<file path="config.mk">
export PLATFORM = sky130hd
export DESIGN_NAME = p09_block_state_ctrl
export DESIGN_NICKNAME = d
export VERILOG_FILES = /design/src/rtl/p09_block_state_ctrl_pkg.sv /design/src/rtl/p09_popcount13.sv /design/src/rtl/p09_block_state_ctrl.sv
export SDC_FILE = /design/constraint.sdc
export NUM_CORES = 1
export LEC_CHECK = 0
export BUFFER_PORTS_ARGS = -buffer_cell sky130_fd_sc_hd__buf_2
export CORE_MARGIN = 2
export CORE_UTILIZATION = 50
export DETAILED_ROUTE_END_ITERATION = 10
export PLACE_DENSITY_LB_ADDON = 0.2
export SYNTH_ARGS = -nofsm -noshare
export SYNTH_HDL_FRONTEND = slang
export SYNTH_SLANG_ARGS = --single-unit
export TNS_END_PERCENT = 20
</file>
<file path="constraint.sdc">
create_clock -name clk -period 12.4 [get_ports clk]
set_clock_uncertainty 0.05 [all_clocks]
set_input_delay 1.24 -clock clk [delete_from_list [all_inputs] [get_ports clk]]
set_output_delay 1.24 -clock clk [all_outputs]
set_load 0.05 [all_outputs]
</file>
<file path="src/rtl/p09_block_state_ctrl_pkg.sv">
// p09_block_state_ctrl_pkg: shared geometry, FSM encoding and counter limits
package p09_block_state_ctrl_pkg;
    localparam int BLOCKS_PER_ROW = 13;
    localparam int NUM_ROWS = 15;
    localparam int CNT_W = 4;
    localparam logic [7:0] MAX_BLOCKS = 8'd195;
    typedef enum logic {ST_INIT = 1'b0, ST_RUN = 1'b1} state_t;
endpackage

</file>
<file path="src/rtl/p09_popcount13.sv">
// p09_popcount13: counts set bits of a 13-bit word (used for cleared blocks)
module p09_popcount13
    import p09_block_state_ctrl_pkg::*;
(
    input  logic [12:0]      i_bits,
    output logic [CNT_W-1:0] o_count
);
    always_comb begin
        o_count = '0;
        for (int i = 0; i < 13; i++) o_count = o_count + CNT_W'(i_bits[i]);
    end
endmodule

</file>
<file path="src/rtl/p09_block_state_ctrl.sv">
// p09_block_state_ctrl: per-row block bitmap with refill FSM and remaining-block counter
module p09_block_state_ctrl #(
    parameter int BLOCKS_PER_ROW = p09_block_state_ctrl_pkg::BLOCKS_PER_ROW,
    parameter int NUM_ROWS = p09_block_state_ctrl_pkg::NUM_ROWS
) (
    input  logic                      clk,
    input  logic                      nRst,
    input  logic                      new_frame,
    input  logic                      go_next_line,
    input  logic                      write_block_line_state,
    input  logic [BLOCKS_PER_ROW-1:0] new_block_line_state,
    input  logic                      level_start,
    output logic [BLOCKS_PER_ROW-1:0] block_line_state,
    output logic [7:0]                blocks_remaining,
    output logic                      init_busy,
    output logic                      level_clear
);
    import p09_block_state_ctrl_pkg::*;
    localparam logic [3:0] LAST_ROW = 4'(NUM_ROWS - 1);
    state_t r_state, w_state_next;
    logic [BLOCKS_PER_ROW-1:0] r_rows [NUM_ROWS];
    logic [3:0] r_row_ptr, r_init_row, w_ptr_next;
    logic [7:0] r_remaining, w_remaining_next;
    logic r_level_clear, w_write, w_init_wr, w_init_done;
    logic [BLOCKS_PER_ROW-1:0] w_old, w_new;
    logic [CNT_W-1:0] w_cleared;
    assign w_old = r_rows[r_row_ptr];
    assign w_new = w_old & new_block_line_state;
    p09_popcount13 u_pop (.i_bits(w_old & ~w_new), .o_count(w_cleared));
    always_ff @(posedge clk) r_state <= !nRst ? ST_INIT : w_state_next;
    always_comb begin
        w_init_done = r_state == ST_INIT && r_init_row == LAST_ROW && !level_start;
        w_init_wr = r_state == ST_INIT && !level_start;
        w_write = r_state == ST_RUN && write_block_line_state && !level_start;
        w_state_next = level_start ? ST_INIT : w_init_done ? ST_RUN : r_state;
        w_ptr_next = new_frame ? 4'd0 : !go_next_line ? r_row_ptr :
                     r_row_ptr == LAST_ROW ? 4'd0 : r_row_ptr + 4'd1;
        // saturate so a cleared-bit count can never wrap the counter
        w_remaining_next = w_write ? ({4'd0, w_cleared} > r_remaining ? 8'd0 : r_remaining - {4'd0, w_cleared}) :
                           w_init_done ? MAX_BLOCKS : r_remaining;
        init_busy = r_state == ST_INIT;
    end
    always_ff @(posedge clk) begin
        if (!nRst) begin
            for (int i = 0; i < NUM_ROWS; i++) r_rows[i] <= '0;
            r_row_ptr <= '0;
            r_init_row <= '0;
            r_remaining <= '0;
            r_level_clear <= 1'b0;
        end else begin
            r_row_ptr <= w_ptr_next;
            r_remaining <= w_remaining_next;
            r_level_clear <= w_write && r_remaining != 8'd0 && w_remaining_next == 8'd0;
            r_init_row <= level_start ? 4'd0 : r_state == ST_INIT ? r_init_row + 4'd1 : r_init_row;
            if (w_init_wr) r_rows[r_init_row] <= '1;
            if (w_write) r_rows[r_row_ptr] <= w_new;
        end
    end
    assign block_line_state = w_old;
    assign blocks_remaining = r_remaining;
    assign level_clear = r_level_clear;
endmodule

</file>
After elaboration in Yosys (flattened, before gate mapping)
Memories as Yosys holds them, arrays and structs flattened. A register that Yosys moved wholly into a read port is not among the register bits.
Cells that the tools add are included.
- memories: 1
- word-level logic and storage cells: 62
- register bits: 18
- bits of input ports: 19
- output and inout bits: 23
- RAM bits: 195
- memory list (name ; words ; bits a word ; read ports ; clocked after Yosys merged registers in ; write ports ; line ; source):
    r_rows ; 15 ; 13 ; 1 ; 1 ; 15 ; p09_block_state_ctrl.sv:21 ; logic [BLOCKS_PER_ROW-1:0] r_rows [NUM_ROWS];
- bitwise gates (word level): 5
- multiplexer cells: 19
- add/sub/neg operators: 15
- equality and inequality tests: 2
- $lt $le $gt $ge: 1
- reductions and logical operators: 14
- operators by type and width (operator ; count):
    $add 4x1->4 ; 11
    $and 13x13->13 ; 2
    $mux 13 ; 2
    $reduce_or 13->1 ; 2
    $mux 8 ; 3
    $mux 4 ; 5
    $not 13->13 ; 1
    $mux 1 ; 9
    $add 4x1->4 const B ; 2
    $eq 4x4->1 const B ; 2
    $gt 4x8->1 ; 1
    $logic_not 8->1 ; 1
    $reduce_bool 8->1 ; 1
    $sub 8x4->8 ; 1
    $logic_and 1x1->1 ; 7
    $reduce_or 2->1 ; 2
    $add 1x1->2 ; 1
    $not 1->1 ; 2
    $logic_not 1->1 ; 1

Logic depth before layout (Yosys ltp)
- depth after elaboration: 20
- depth in mapped cells: 25
- depth with buffers taken out: 23

Cells and area by module
From an unflattened synthesis, not the netlist that was laid out.
- cell total of the unflattened synthesis: 895
- area, all modules: 11446.0 µm²
- by module, submodules not included (module ; seq. area each (µm²) ; cells an instance ; area each (µm²) ; times used):
    p09_block_state_ctrl ; 6686.4 ; 866 ; 11173.2 ; 1
    p09_popcount13 ; 0.0 ; 29 ; 272.8 ; 1

Least setup slack after synthesis
OpenSTA, ideal clock, no wires.
- path type: reg2reg
- start: reg with a tool-made name
- end: reg r_level_clear, in the netlist level_clear
- setup slack: 6.126 ns
- data arrival time: 6.132 ns
- required time: 12.258 ns
- setup time: 0.092 ns
- buffers on the path: 2
- stages on the path, launching flop included: 23
- clock period less this slack: 6.274 ns
- cell sequence: dfxtp_1 > buf_6 > buf_6 > mux4_2 > mux2_2 > o21ai_1 > inv_1 > nand2_1 > fa_1 > fa_1 > fa_1 > fa_1 > inv_1 > ha_1 > fa_1 > xnor2_1 > ha_1 > or2_2 > o22ai_1 > a21boi_0 > a311oi_1 > nand3_1 > nor4_1
- RTL lines (item ; line ; source):
    end signal, assigned ; p09_block_state_ctrl.sv:49 ; r_level_clear <= 1'b0;
    end signal, assigned ; p09_block_state_ctrl.sv:53 ; r_level_clear <= w_write && r_remaining != 8'd0 && w_remaining_next == 8'd0;
    end, declared ; p09_block_state_ctrl.sv:24 ; logic r_level_clear, w_write, w_init_wr, w_init_done;

==> results.toml <==
[power]
p_per_area_nw_per_um2 = 152
power.leakage_nw = 4.89
ir_worst_vdd_mv = 0.173
p_total_w = 0.00182

[placed_design]
io_buffers = 41
dp_hpwl_um = 16700
place.gp.congestion = 0.910

[clock_network]
cts_tree = "yes"
cts.sinks = 230
cts_resized = 0
clock_path_buffers = 3
ctsHoldBuffers = 0
cts.clk_slew.worst_paths_ns = 0.06
root_buffer = "clkbuf_16"
clk_latency_ns = 0.53
cts_made_buffers = 26
htree_levels = 1
postCtsSetupRepairBufs = 0

[logic_synthesis]
synthTopCellsByCount = "nor2_1, edfxtp_1, nand2_1"
syn_area_per_cell_um2 = 13.0
synth_cell_types = 51
synthArstFlopShare = 0
seq_area_frac_synth = 0.614
netlist_top_cells_area = "edfxtp_1, mux4_2, nor2_1"
synth_nets = 880
yosys_most_used_dff = "edfxtp_1"
yosys.area.top_type = "edfxtp_1"
ys_ff_latch = 230
synthDominantCellAreaShare = 0.573
ys.warnings.count = 0
synth_edf_count = 208
synth_most_common_cell = "nor2_1"
synth_cells = 840
synth_area_um2 = 10900

[critical_path]
cp-start-kind = "flip-flop"
cpMaxStageDelayCell = "buf_4"
crit_top_cell = "fa_1"
worstRegToRegCells = 22
crit_buf_inv = 3
cp_top_family = "adder cells"
crit_required_ns = 12.74
slowest_delay_ns = 0.76
critPathArrivalTime_ns = 8.06
cp.depth = 22
critPathMaxFanout = 44
crit_path_end = "level_clear"
critical_path_class = "flip-flop to flip-flop"
reg2reg_slack_ns = 4.68
path_cells = "buf_4, mux4_2, mux2_2, o21ai_2, nor2_1, ha_1, inv_1, fa_1, fa_1, fa_1, fa_1, inv_1, ha_1, fa_1, xnor2_1, ha_1, or2_2, o22ai_1, a21boi_0, a311oi_1, nand3_1, nor4_1"
cp-end-kind = "flip-flop"
rr_endpoint = "level_clear"

[detailed_routing]
postRouteWirelength_um = 26600
via_per_inst = 5.89
drc = 0
dr.pass1.iters = 5
drtIter0Drc = 659
routedWlPerCell_um = 23.1
antenna_left = 0
num_vias = 6792

[sta]
slew_headroom = 0.198
hold-worst-slack_ns = 0.573
fin_crit_sh = 0.623
setup_tns_ns = 0
max_freq_mhz = 130
hold_violations = 0
period_needed_ns = 7.72
setup_viol = 0
rsz0062_at_grt = "no"
final-max-slew-violation-count = 0
worst_slew_pin_slew_ns = 1.20

[global_routing]
overflow = 0
grt_usage = 0.245
grt_pass1_wl_um = 41200
grt_pass1_vias = 7156
grt_max_degree = 53
antenna_found_initial = 0

[floorplanning]
dieHeight_um = 152
core_um2 = 21600
initial_core_util = 0.504
die-area_um2 = 23000
fp-row-count = 54
fp.dieW_um = 152
ios = 42

[worst_hold_path]
hp-start = "r_init_row[1]"
min_path_type = "flip-flop to flip-flop"

[finish]
n_antenna_cell = 0
drive_above_1_share = 0.206
syn_to_final_growth_pct = 9.66
nets = 895

[outcome]
status = "finished clean"

[flow_run]
maxCapViolations = 0
-- worst min-delay path by stage --
stage / end / slack, ns / depth (start not counted)
3_3_place_gp: r_init_row[0] / 0.55 / 2
6_report: r_init_row[1] / 0.57 / 2
5_1_grt: r_init_row[1] / 0.62 / 2
2_1_floorplan: flip-flop / 0.48 / 2
4_1_cts: r_init_row[1] / 0.58 / 2
3_5_place_dp: flip-flop / 0.57 / 2
-- layout make-up --
| cell class | count | area, µm² |
|---|---|---|
| fillers | 1811 | 9670 |
| flip-flops and latches | 230 | 6690 |
| multi-input cells | 498 | 3670 |
| clock buffers | 34 | 681 |
| well taps | 280 | 350 |
| repair buffers | 45 | 235 |
| inverters | 54 | 203 |
| clock inverters | 12 | 123 |
-- cell families after synthesis --
kind of cell,Yosys count,share of synthesized area
buffers and inverters,112,0.0499
AOI/OAI and AO/OA,73,0.0479
DFF,230,0.614
adders and majority gates,21,0.0296
muxes,78,0.133
xor gates and xnor gates,7,0.00563
and+or+nand+nor,319,0.121
-- sequential cells by signal, indices dropped and copies added, names as in the netlist, named ones only --
name / cells
blocks_remaining: 8
level_clear: 1
r_init_row: 4
r_row_ptr: 4
r_rows: 208
r_state: 1
-- cell usage in the layout (no fill, tap or decap), types with 8 or more instances in the layout --
master       n
buf_2       41
inv_1       45
mux4_2      52
clkbuf_1     8
a21oi_1     12
dfxtp_1     20
mux2i_1     13
o21ai_2     10
mux2_2      13
o21ai_0     13
ha_1        13
clkbuf_16   26
fa_1         8
edfxtp_1   208
o21a_2      13
nand2_1     58
inv_2        9
nor2_1     214
-- through the flow --
| step | utilization | instances | area, µm² | worst slack [ns] |
|---|---|---|---|---|
| after floorplan | - | 840 | 10900 | 6.13 |
| after global placement | 0.516 | 1107 | 11100 | 5.11 |
| after detailed placement | 0.516 | 1107 | 11100 | 4.70 |
| after CTS | 0.553 | 1153 | 12000 | 4.67 |
| after global routing | 0.553 | 1153 | 12000 | 4.25 |
| final | 0.553 | 1153 | 12000 | 4.68 |
-- tightest hold or removal path, cell delays in order (launching register included) --
cell     delay (ns)
dfxtp_1        0.37
a21oi_1        0.16
nor2_1         0.05
-- power breakdown --
group	internal [W]	switching, W
clock	0.000428	0.000301
combinational	0.0000776	0.000134
sequential	0.000870	0.00000855
total	0.00138	0.000443
-- layer usage --
layer | wire [µm] | track usage | vias up
met2 | 13300 | 0.419 | 276
met4 | 582 | 0.0616 | 0
met3 | 1760 | 0.0344 | 45
met5 | 0 | 0 | -
li1 | - | - | 3025
met1 | 11000 | 0.335 | 3446
No activity file was read; power rests on OpenSTA's default activity.
